==> config.mk <==
export PLATFORM = sky130hd
export DESIGN_NAME = uart_tx_8n1
export DESIGN_NICKNAME = d
export VERILOG_FILES = /design/src/rtl/uart_pkg.sv /design/src/rtl/uart_baud_tick.sv /design/src/rtl/uart_tx_8n1.sv
export SDC_FILE = /design/constraint.sdc
export NUM_CORES = 1
export LEC_CHECK = 0
export BUFFER_PORTS_ARGS = -buffer_cell sky130_fd_sc_hd__buf_4
export CORE_MARGIN = 2
export CORE_UTILIZATION = 50
export CTS_CLUSTER_SIZE = 10
export DETAILED_ROUTE_END_ITERATION = 10
export PLACE_DENSITY = 0.71
export SYNTH_ARGS = -nofsm -noshare
export SYNTH_HDL_FRONTEND = slang
export SYNTH_SLANG_ARGS = --single-unit
==> constraint.sdc <==
create_clock -name clk -period 3.87 [get_ports clk]
set_clock_uncertainty 0.05 [all_clocks]
set_input_delay 0 -clock clk [delete_from_list [all_inputs] [get_ports clk]]
set_output_delay 0 -clock clk [all_outputs]
set_load 0.1 [all_outputs]
==> src/rtl/uart_pkg.sv <==
// ============================================================================
// Module      : uart_pkg
// Description : Shared UART constants, state encoding and parity helper.
// Revision    : 1.0 - initial release
// ============================================================================
`default_nettype none

package uart_pkg;

    localparam int   UART_BAUD_DIV_DEFAULT = 104;
    localparam int   UART_DATA_BITS        = 8;
    localparam logic UART_STOP_LEVEL       = 1'b1;
    localparam logic UART_START_LEVEL      = 1'b0;

    typedef logic [2:0] uart_state_t;

    localparam uart_state_t c_ST_IDLE   = 3'd0;
    localparam uart_state_t c_ST_START  = 3'd1;
    localparam uart_state_t c_ST_DATA   = 3'd2;
    localparam uart_state_t c_ST_PARITY = 3'd3;
    localparam uart_state_t c_ST_STOP   = 3'd4;

    function automatic logic uart_even_parity(input logic [UART_DATA_BITS-1:0] data);
        return ^data;
    endfunction

endpackage

`default_nettype wire

==> src/rtl/uart_baud_tick.sv <==
// ============================================================================
// Module      : uart_baud_tick
// Description : Bit-period counter; one-cycle tick on the last cycle of a bit.
// Revision    : 1.0 - initial release
// ============================================================================
`default_nettype none

module uart_baud_tick #(
    parameter int BAUD_DIV = 104,
    parameter int CNT_W    = 8
) (
    input  logic clk,
    input  logic rst,
    input  logic i_restart,
    output logic o_tick
);

    localparam logic [CNT_W-1:0] c_LAST = CNT_W'(BAUD_DIV - 1);

    logic [CNT_W-1:0] r_cnt;

    assign o_tick = (r_cnt == c_LAST);

    always_ff @(posedge clk) begin
        if (rst || i_restart) begin
            r_cnt <= '0;
        end else if (o_tick) begin
            r_cnt <= '0;
        end else begin
            r_cnt <= r_cnt + 1'b1;
        end
    end

endmodule

`default_nettype wire

==> src/rtl/uart_tx_8n1.sv <==
// ============================================================================
// Module      : uart_tx_8n1
// Description : Valid/ready byte UART transmitter, 8N1 (8E1 when the
//               UART_TX_PARITY_EN macro is defined).
// Revision    : 1.0 - initial release
// ============================================================================
`default_nettype none

module uart_tx_8n1
    import uart_pkg::*;
#(
    parameter int BAUD_DIV = UART_BAUD_DIV_DEFAULT,
    parameter int CNT_W    = 8
) (
    input  logic       clk,
    input  logic       PMOD4,
    input  logic [7:0] tx_data,
    input  logic       tx_valid,
    output logic       tx_ready,
    output logic       tx_busy,
    output logic       RS232_Tx
);

`ifdef UART_TX_PARITY_EN
    localparam int c_BIT_W = 4;
`else
    localparam int c_BIT_W = 3;
`endif
    localparam logic [c_BIT_W-1:0] c_LAST_BIT = c_BIT_W'(UART_DATA_BITS - 1);

    uart_state_t        r_state;
    uart_state_t        w_state_next;
    logic [7:0]         r_shift;
    logic [c_BIT_W-1:0] r_bit_cnt;
    logic               w_tick;
    logic               w_accept;
    logic               w_restart;
`ifdef UART_TX_PARITY_EN
    logic               r_parity;
`endif

    assign w_accept  = tx_valid & tx_ready;
    // Hold the bit timer at zero while idle so START gets a full bit period.
    assign w_restart = (r_state == c_ST_IDLE);

    uart_baud_tick #(
        .BAUD_DIV (BAUD_DIV),
        .CNT_W    (CNT_W)
    ) u_baud_tick (
        .clk       (clk),
        .rst       (PMOD4),
        .i_restart (w_restart),
        .o_tick    (w_tick)
    );

    always_ff @(posedge clk) begin
        if (PMOD4) begin
            r_state <= c_ST_IDLE;
        end else begin
            r_state <= w_state_next;
        end
    end

    always_comb begin
        w_state_next = r_state;
        case (r_state)
            c_ST_IDLE:   if (w_accept) w_state_next = c_ST_START;
            c_ST_START:  if (w_tick)   w_state_next = c_ST_DATA;
            c_ST_DATA: begin
                if (w_tick && (r_bit_cnt == c_LAST_BIT)) begin
`ifdef UART_TX_PARITY_EN
                    w_state_next = c_ST_PARITY;
`else
                    w_state_next = c_ST_STOP;
`endif
                end
            end
`ifdef UART_TX_PARITY_EN
            c_ST_PARITY: if (w_tick)   w_state_next = c_ST_STOP;
`endif
            c_ST_STOP:   if (w_tick)   w_state_next = c_ST_IDLE;
            default:                   w_state_next = c_ST_IDLE;
        endcase
    end

    always_ff @(posedge clk) begin
        if (PMOD4) begin
            r_shift   <= '0;
            r_bit_cnt <= '0;
`ifdef UART_TX_PARITY_EN
            r_parity  <= 1'b0;
`endif
        end else if (w_accept) begin
            r_shift   <= tx_data;
            r_bit_cnt <= '0;
`ifdef UART_TX_PARITY_EN
            r_parity  <= uart_even_parity(tx_data);
`endif
        end else if ((r_state == c_ST_DATA) && w_tick) begin
            r_shift   <= r_shift >> 1;
            r_bit_cnt <= r_bit_cnt + 1'b1;
        end
    end

    always_comb begin
        tx_ready = (r_state == c_ST_IDLE);
        tx_busy  = ~tx_ready;
        RS232_Tx = UART_STOP_LEVEL;
        case (r_state)
            c_ST_START:  RS232_Tx = UART_START_LEVEL;
            c_ST_DATA:   RS232_Tx = r_shift[0];
`ifdef UART_TX_PARITY_EN
            c_ST_PARITY: RS232_Tx = r_parity;
`endif
            default:     RS232_Tx = UART_STOP_LEVEL;
        endcase
    end

endmodule

`default_nettype wire

After elaboration in Yosys (flattened, before gate mapping)

Index checks and enable logic that the tools add are counted.

Bits of input ports: 11
Flip-flop bits (word level): 22
Output and inout bits: 3

Equal/unequal tests: 9
Reductions and logical operators: 8
$add $sub $neg: 2
Multiplexer cells: 8
Bitwise operators: 2

Operators with widths:

| kind                | number |
|---|---|
| $mux 8              | 2 |
| $mux 3              | 4 |
| $pmux 3 s4          | 1 |
| $add 8x1->8 const B | 1 |
| $eq 8x7->1 const B  | 1 |
| $eq 3x3->1 const B  | 2 |
| $ne 2x2->1 const B  | 3 |
| $reduce_and 4->1    | 1 |
| $reduce_or 2->1     | 2 |
| $add 3x1->3 const B | 1 |
| $eq 3x1->1 const B  | 1 |
| $eq 3x2->1 const B  | 1 |
| $logic_not 3->1     | 1 |
| $logic_and 1x1->1   | 2 |
| $ne 2x1->1 const B  | 1 |
| $pmux 1 s2          | 1 |
| $reduce_bool 2->1   | 1 |
| $and 1x1->1         | 1 |
| $logic_or 1x1->1    | 1 |
| $not 1->1           | 1 |

Longest topological paths before layout

Depth in word-level cells: 4
Gate-level depth with buffers: 6
Depth with buffers taken out: 5

Modules after synthesis

From an unflattened synthesis, not the netlist that was laid out.

Cells, all modules: 108
Area, all modules: 1108.6 sq um

Modules (own cells, without submodules):

| module         | instances | cells an instance | area each (sq um) |
|---|---|---|---|
| uart_tx_8n1    | 1         | 71                | 742.0 |
| uart_baud_tick | 1         | 37                | 366.6 |

Least setup slack after synthesis

OpenSTA, ideal clock, no wires.

Kind: reg-to-output
From: register r_state[0]
To: output tx_busy
Cell stages (with the launch flop): 4
Arrival: 2.039 ns
Slack: 1.781 ns
Cells stage by stage: dfxtp_1 buf_2 nor3_4 inv_1

Cells in the longest elaborated chain, start to end: 2

RTL lines:

| item                   | line               | text |
|---|---|---|
| start, declared        | uart_tx_8n1.sv:31  | `uart_state_t r_state;` |
| start signal, assigned | uart_tx_8n1.sv:58  | `r_state <= c_ST_IDLE;` |
| start signal, assigned | uart_tx_8n1.sv:60  | `r_state <= w_state_next;` |
| $logic_not 3->1        | uart_tx_8n1.sv:106 | `tx_ready = (r_state == c_ST_IDLE);` |
| net tx_ready           | uart_tx_8n1.sv:19  | `output logic tx_ready,` |
| $not 1->1              | uart_tx_8n1.sv:107 | `tx_busy = ~tx_ready;` |
| end, declared          | uart_tx_8n1.sv:20  | `output logic tx_busy,` |

The timed path passes the listed nets, and every way through them passes these cells.

Worst setup path after layout

From: register u_baud_tick.r_cnt[0]
To: register r_shift[0]

Cells in the longest elaborated chain, start to end: 3

RTL lines:

| item                        | line                 | text |
|---|---|---|
| start, declared             | uart_baud_tick.sv:20 | `logic [CNT_W-1:0] r_cnt;` |
| start signal, assigned      | uart_baud_tick.sv:30 | `r_cnt <= r_cnt + 1'b1;` |
| $eq 8x7->1                  | uart_baud_tick.sv:22 | `assign o_tick = (r_cnt == c_LAST);` |
| $logic_and 1x1->1           | uart_tx_8n1.sv:99    | `end else if ((r_state == c_ST_DATA) && w_tick) begin` |
| $reduce_bool 2->1 (no line) | n/a                  |  |
| end signal, assigned        | uart_tx_8n1.sv:94    | `r_shift <= tx_data;` |
| end signal, assigned        | uart_tx_8n1.sv:100   | `r_shift <= r_shift >> 1;` |
| end, declared               | uart_tx_8n1.sv:33    | `logic [7:0] r_shift;` |

Every way passes these cells.
A chain may end at the register's enable or synchronous reset.

==> key figures <==
Outcome
  – Outcome: completed

Detailed routing
  – Detailed-router iteration count before antenna repair: 2
  – Routed wirelength normalized by instance count: ~11 um
  – Antenna violation net count after detailed routing: 0
  – Via/cell ratio: about 5
  – Total Wirelength: approximately 1800 um
  – Detailed-route via count: between 800 and 900
  – Detailed router's first-iteration violation count: 11
  – Count of unresolved DRC violations after routing: 0

STA
  – Max Freq: 0.424 GHz
  – Setup ws final: around 1.5 ns
  – Worst slew margin: 0.634
  – Pins over their slew limit: 0
  – Total negative slack for setup checks: 0 ns
  – RSZ-0062 raised after global routing: false
  – Period Utilization, post-route: 0.609
  – Final number of hold-violating endpoints: 0
  – Slew @ Worst Pin: between 0.5 and 0.6 ns
  – Post-layout minimum cycle time: between 2 and 2.5 ns
  – Worst hold slack after final layout: 0.0423 ns
  – Total setup violations reported at the end of the flow: 0

Worst setup path
  – Largest fanout on the critical path: 11
  – Category of the worst setup path launch point: flip-flop
  – Kind of end point of the critical path: flip-flop
  – Worst endpoint required time: roughly 4 ns
  – Worst endpoint data arrival time: around 2.6 ns
  – Critical R2R Capture: r_shift[0]
  – Depth of the most critical reg-to-reg path: 6
  – Cell with the biggest individual delay on the critical path: dlygate4sd3_1
  – Cells along the critical path: ha_1 -> nand2_1 -> nand4bb_2 -> mux2i_1 -> a211oi_2 -> dlygate4sd3_1
  – Startpoint-to-endpoint class of the critical path: flip-flop to flip-flop
  – Peak per-stage delay on the critical path: approximately 0.56 ns
  – Worst setup slack for register-to-register paths: 1.51 ns
  – Reg-to-reg critical path startpoint: u_baud_tick.r_cnt[0]

Floorplan
  – Number of top-level design ports: 14
  – Initial core utilization: 0.537
  – Placement Rows: 16
  – Std-Cell Core Area: ~2000 um2
  – Die outline height: about 50 um
  – Overall die area: approximately 2500 um2
  – Width of the die: 50.1 um

Synth
  – Number of synthesized flops with an enable pin: 0
  – Leading register cell type out of synthesis: dfxtp_1
  – Register area share after synthesis: 0.414
  – Leading post-synthesis cells by instance count: 22 x dfxtp_1, 19 x nor2_1, 9 x mux2i_1
  – Area share of the largest cell type after synthesis: 0.414
  – Cell Area, Synth: around 1100 um2
  – FF+latch count, synth: 22
  – Post-synth ARST share: 0
  – Syn_area_per_cell: 9.50 um2
  – Number of warnings printed during yosys synthesis: 0
  – Largest area contributor in the netlist: dfxtp_1
  – Syn nets: between 100 and 150
  – Synthesized netlist cell count: ~110
  – Cells taking the most area after synthesis: dfxtp_1 41%, mux2i_1 8.5%, nor2_1 6.7%, a211oi_1 4.9%, xnor2_1 4.1%
  – Library cell with the highest instance count after synthesis: dfxtp_1
  – Library cells used by synthesis: 33

Placement
  – Inst Count DP: approximately 150
  – Placed wire-length estimate: ~1200 um
  – Total cell area at the placement stage: between 1000 and 1500 um2
  – GPL Wtd Cong: 0.728
  – Post-placement worst setup slack: 2.05 ns
  – Input/output buffers: 13

Run
  – Number of maximum-capacitance violations: 0

Global route
  – Sum of overflow across all layers after global routing: 0
  – Largest net degree at the start of global routing: 17
  – Overall routing resource usage: 0.173
  – First-pass GRT wire length: between 3000 and 4000 um
  – Initial antenna violation count: 0
  – Vias in the first global route: approximately 800

Finish
  – Non-Filler Instances: between 150 and 200
  – Share of cells above drive strength 1: 0.180
  – Final design instance area without fill: 1280 um2
  – Final net count: between 100 and 150
  – Area Growth Syn to Fin: 20.5%
  – Antenna cell count: 0
  – Fill cell instance count of the final layout: about 170

CTS
  – Post-CTS setup buffer count: 0
  – Number of sinks on the clock net: 22
  – Worst-case clock buffer depth: 2
  – CTS root buf: clkbuf_4
  – TritonCTS clock tree: yes
  – CTS Buf Count: 3
  – Clock transition at the register clock pins on the worst setup and hold paths after CTS: ~0.12 ns
  – Insertion delay of the later-clocked pin in the worst-skew pair: 0.30 ns
  – H-tree lvl count: 1

Power
  – Maximum ir drop on the vdd rail: between 0.0002 and 0.00025 V
  – Total power divided by cell area: 341 nW/um2
  – LEAKAGE: roughly 0.55 nW

Hold path
  – HP Class: primary input to flip-flop
  – Worst Hold Launch: tx_valid
  – Worst Hold Path EP: r_bit_cnt[0]
  – Number of instances on the worst hold path: 3
==> worst max-delay path by stage <==
stage / startpoint / to / slack (ns)
floorplan: r_state[0] / tx_busy / 1.78
global placement: u_baud_tick.r_cnt[0] / r_shift[3] / 2.09
detailed placement: u_baud_tick.r_cnt[0] / r_shift[6] / 2.05
CTS: u_baud_tick.r_cnt[0] / r_shift[0] / 1.51
global route: u_baud_tick.r_cnt[0] / r_shift[0] / 1.39
finish: u_baud_tick.r_cnt[0] / r_shift[0] / 1.51
==> cell type report <==
class,instances,area (um2),share of cell area
Inverter,4,15.0,0.0117
Multi-Input combinational cell,80,558,0.436
Tap cell,27,33.8,0.0264
Clock buffer,4,36.3,0.0283
Sequential cell,22,440,0.344
Timing Repair Buffer,23,198,0.154
==> metal layers <==
layer | wire, um | up-vias | GRT usage | part of all wire
met4 | 0 | 0 | 0.0694 | 0
met1 | 878 | 370 | 0.200 | 0.48
li1 | - | 430 | - | -
met3 | 48 | 0 | 0.0364 | 0.026
met5 | 0 | - | 0 | 0
met2 | 906 | 11 | 0.307 | 0.49
==> through the flow <==
stage / total power, mW / util
after floorplan: 0.295 / -
after global placement: 0.310 / 0.578
after detailed placement: 0.311 / 0.578
after CTS: 0.444 / 0.646
after global routing: 0.463 / 0.646
final: 0.437 / 0.646
==> state kept, by name (all words and copies together), names as in the netlist <==
name               cells
u_baud_tick.r_cnt      8
r_state                3
r_shift                8
r_bit_cnt              3
==> report_power, final <==
part	internal, mW	switching [mW]
logic	0.0295	0.0427
registers	0.235	0.00671
clock network	0.0574	0.0655
==> kinds of logic (layout without fill, tap and decap cells) <==
group,count (synthesis),count (layout),synth area share
AND/OR/NAND/NOR,45,45,0.234
flip-flops,22,22,0.414
AO/OA/AOI/OAI,15,15,0.105
buffers and inverters,10,31,0.0612
multiplexers,9,9,0.0847
XOR/XNOR,8,8,0.0659
adder cells (fa/ha/maj),3,3,0.0353
==> critical path, delay by kind of cell (launching register included) <==
kind / cells / cell delay (ns)
buf+inv: 1 / 0.56
mux: 1 / 0.24
flops: 1 / 0.39
fa+ha+maj: 1 / 0.22
simple gates: 2 / 0.63
compound gates: 1 / 0.22
==> layout by cell type, fill, tap and decap left out, drive strengths merged, types with 2 or more instances in the layout <==
cell and instances:
nand2 7, dlygate4sd3 10, nor3 7, ha 3, dfxtp 22, inv 4, mux2i 9, a211oi 8
clkbuf 4, xnor2 5, buf 13, nand3 4, a21oi 2, xor2 3, nor2 19
==> timing repair <==
item / 4_1_cts / 5_1_grt
resized for setup: 0 / 0
endpoints found under the hold margin: 14 / 0
hold buffers: 10 / 0
Note: power is estimated with default switching activity, not from simulation.
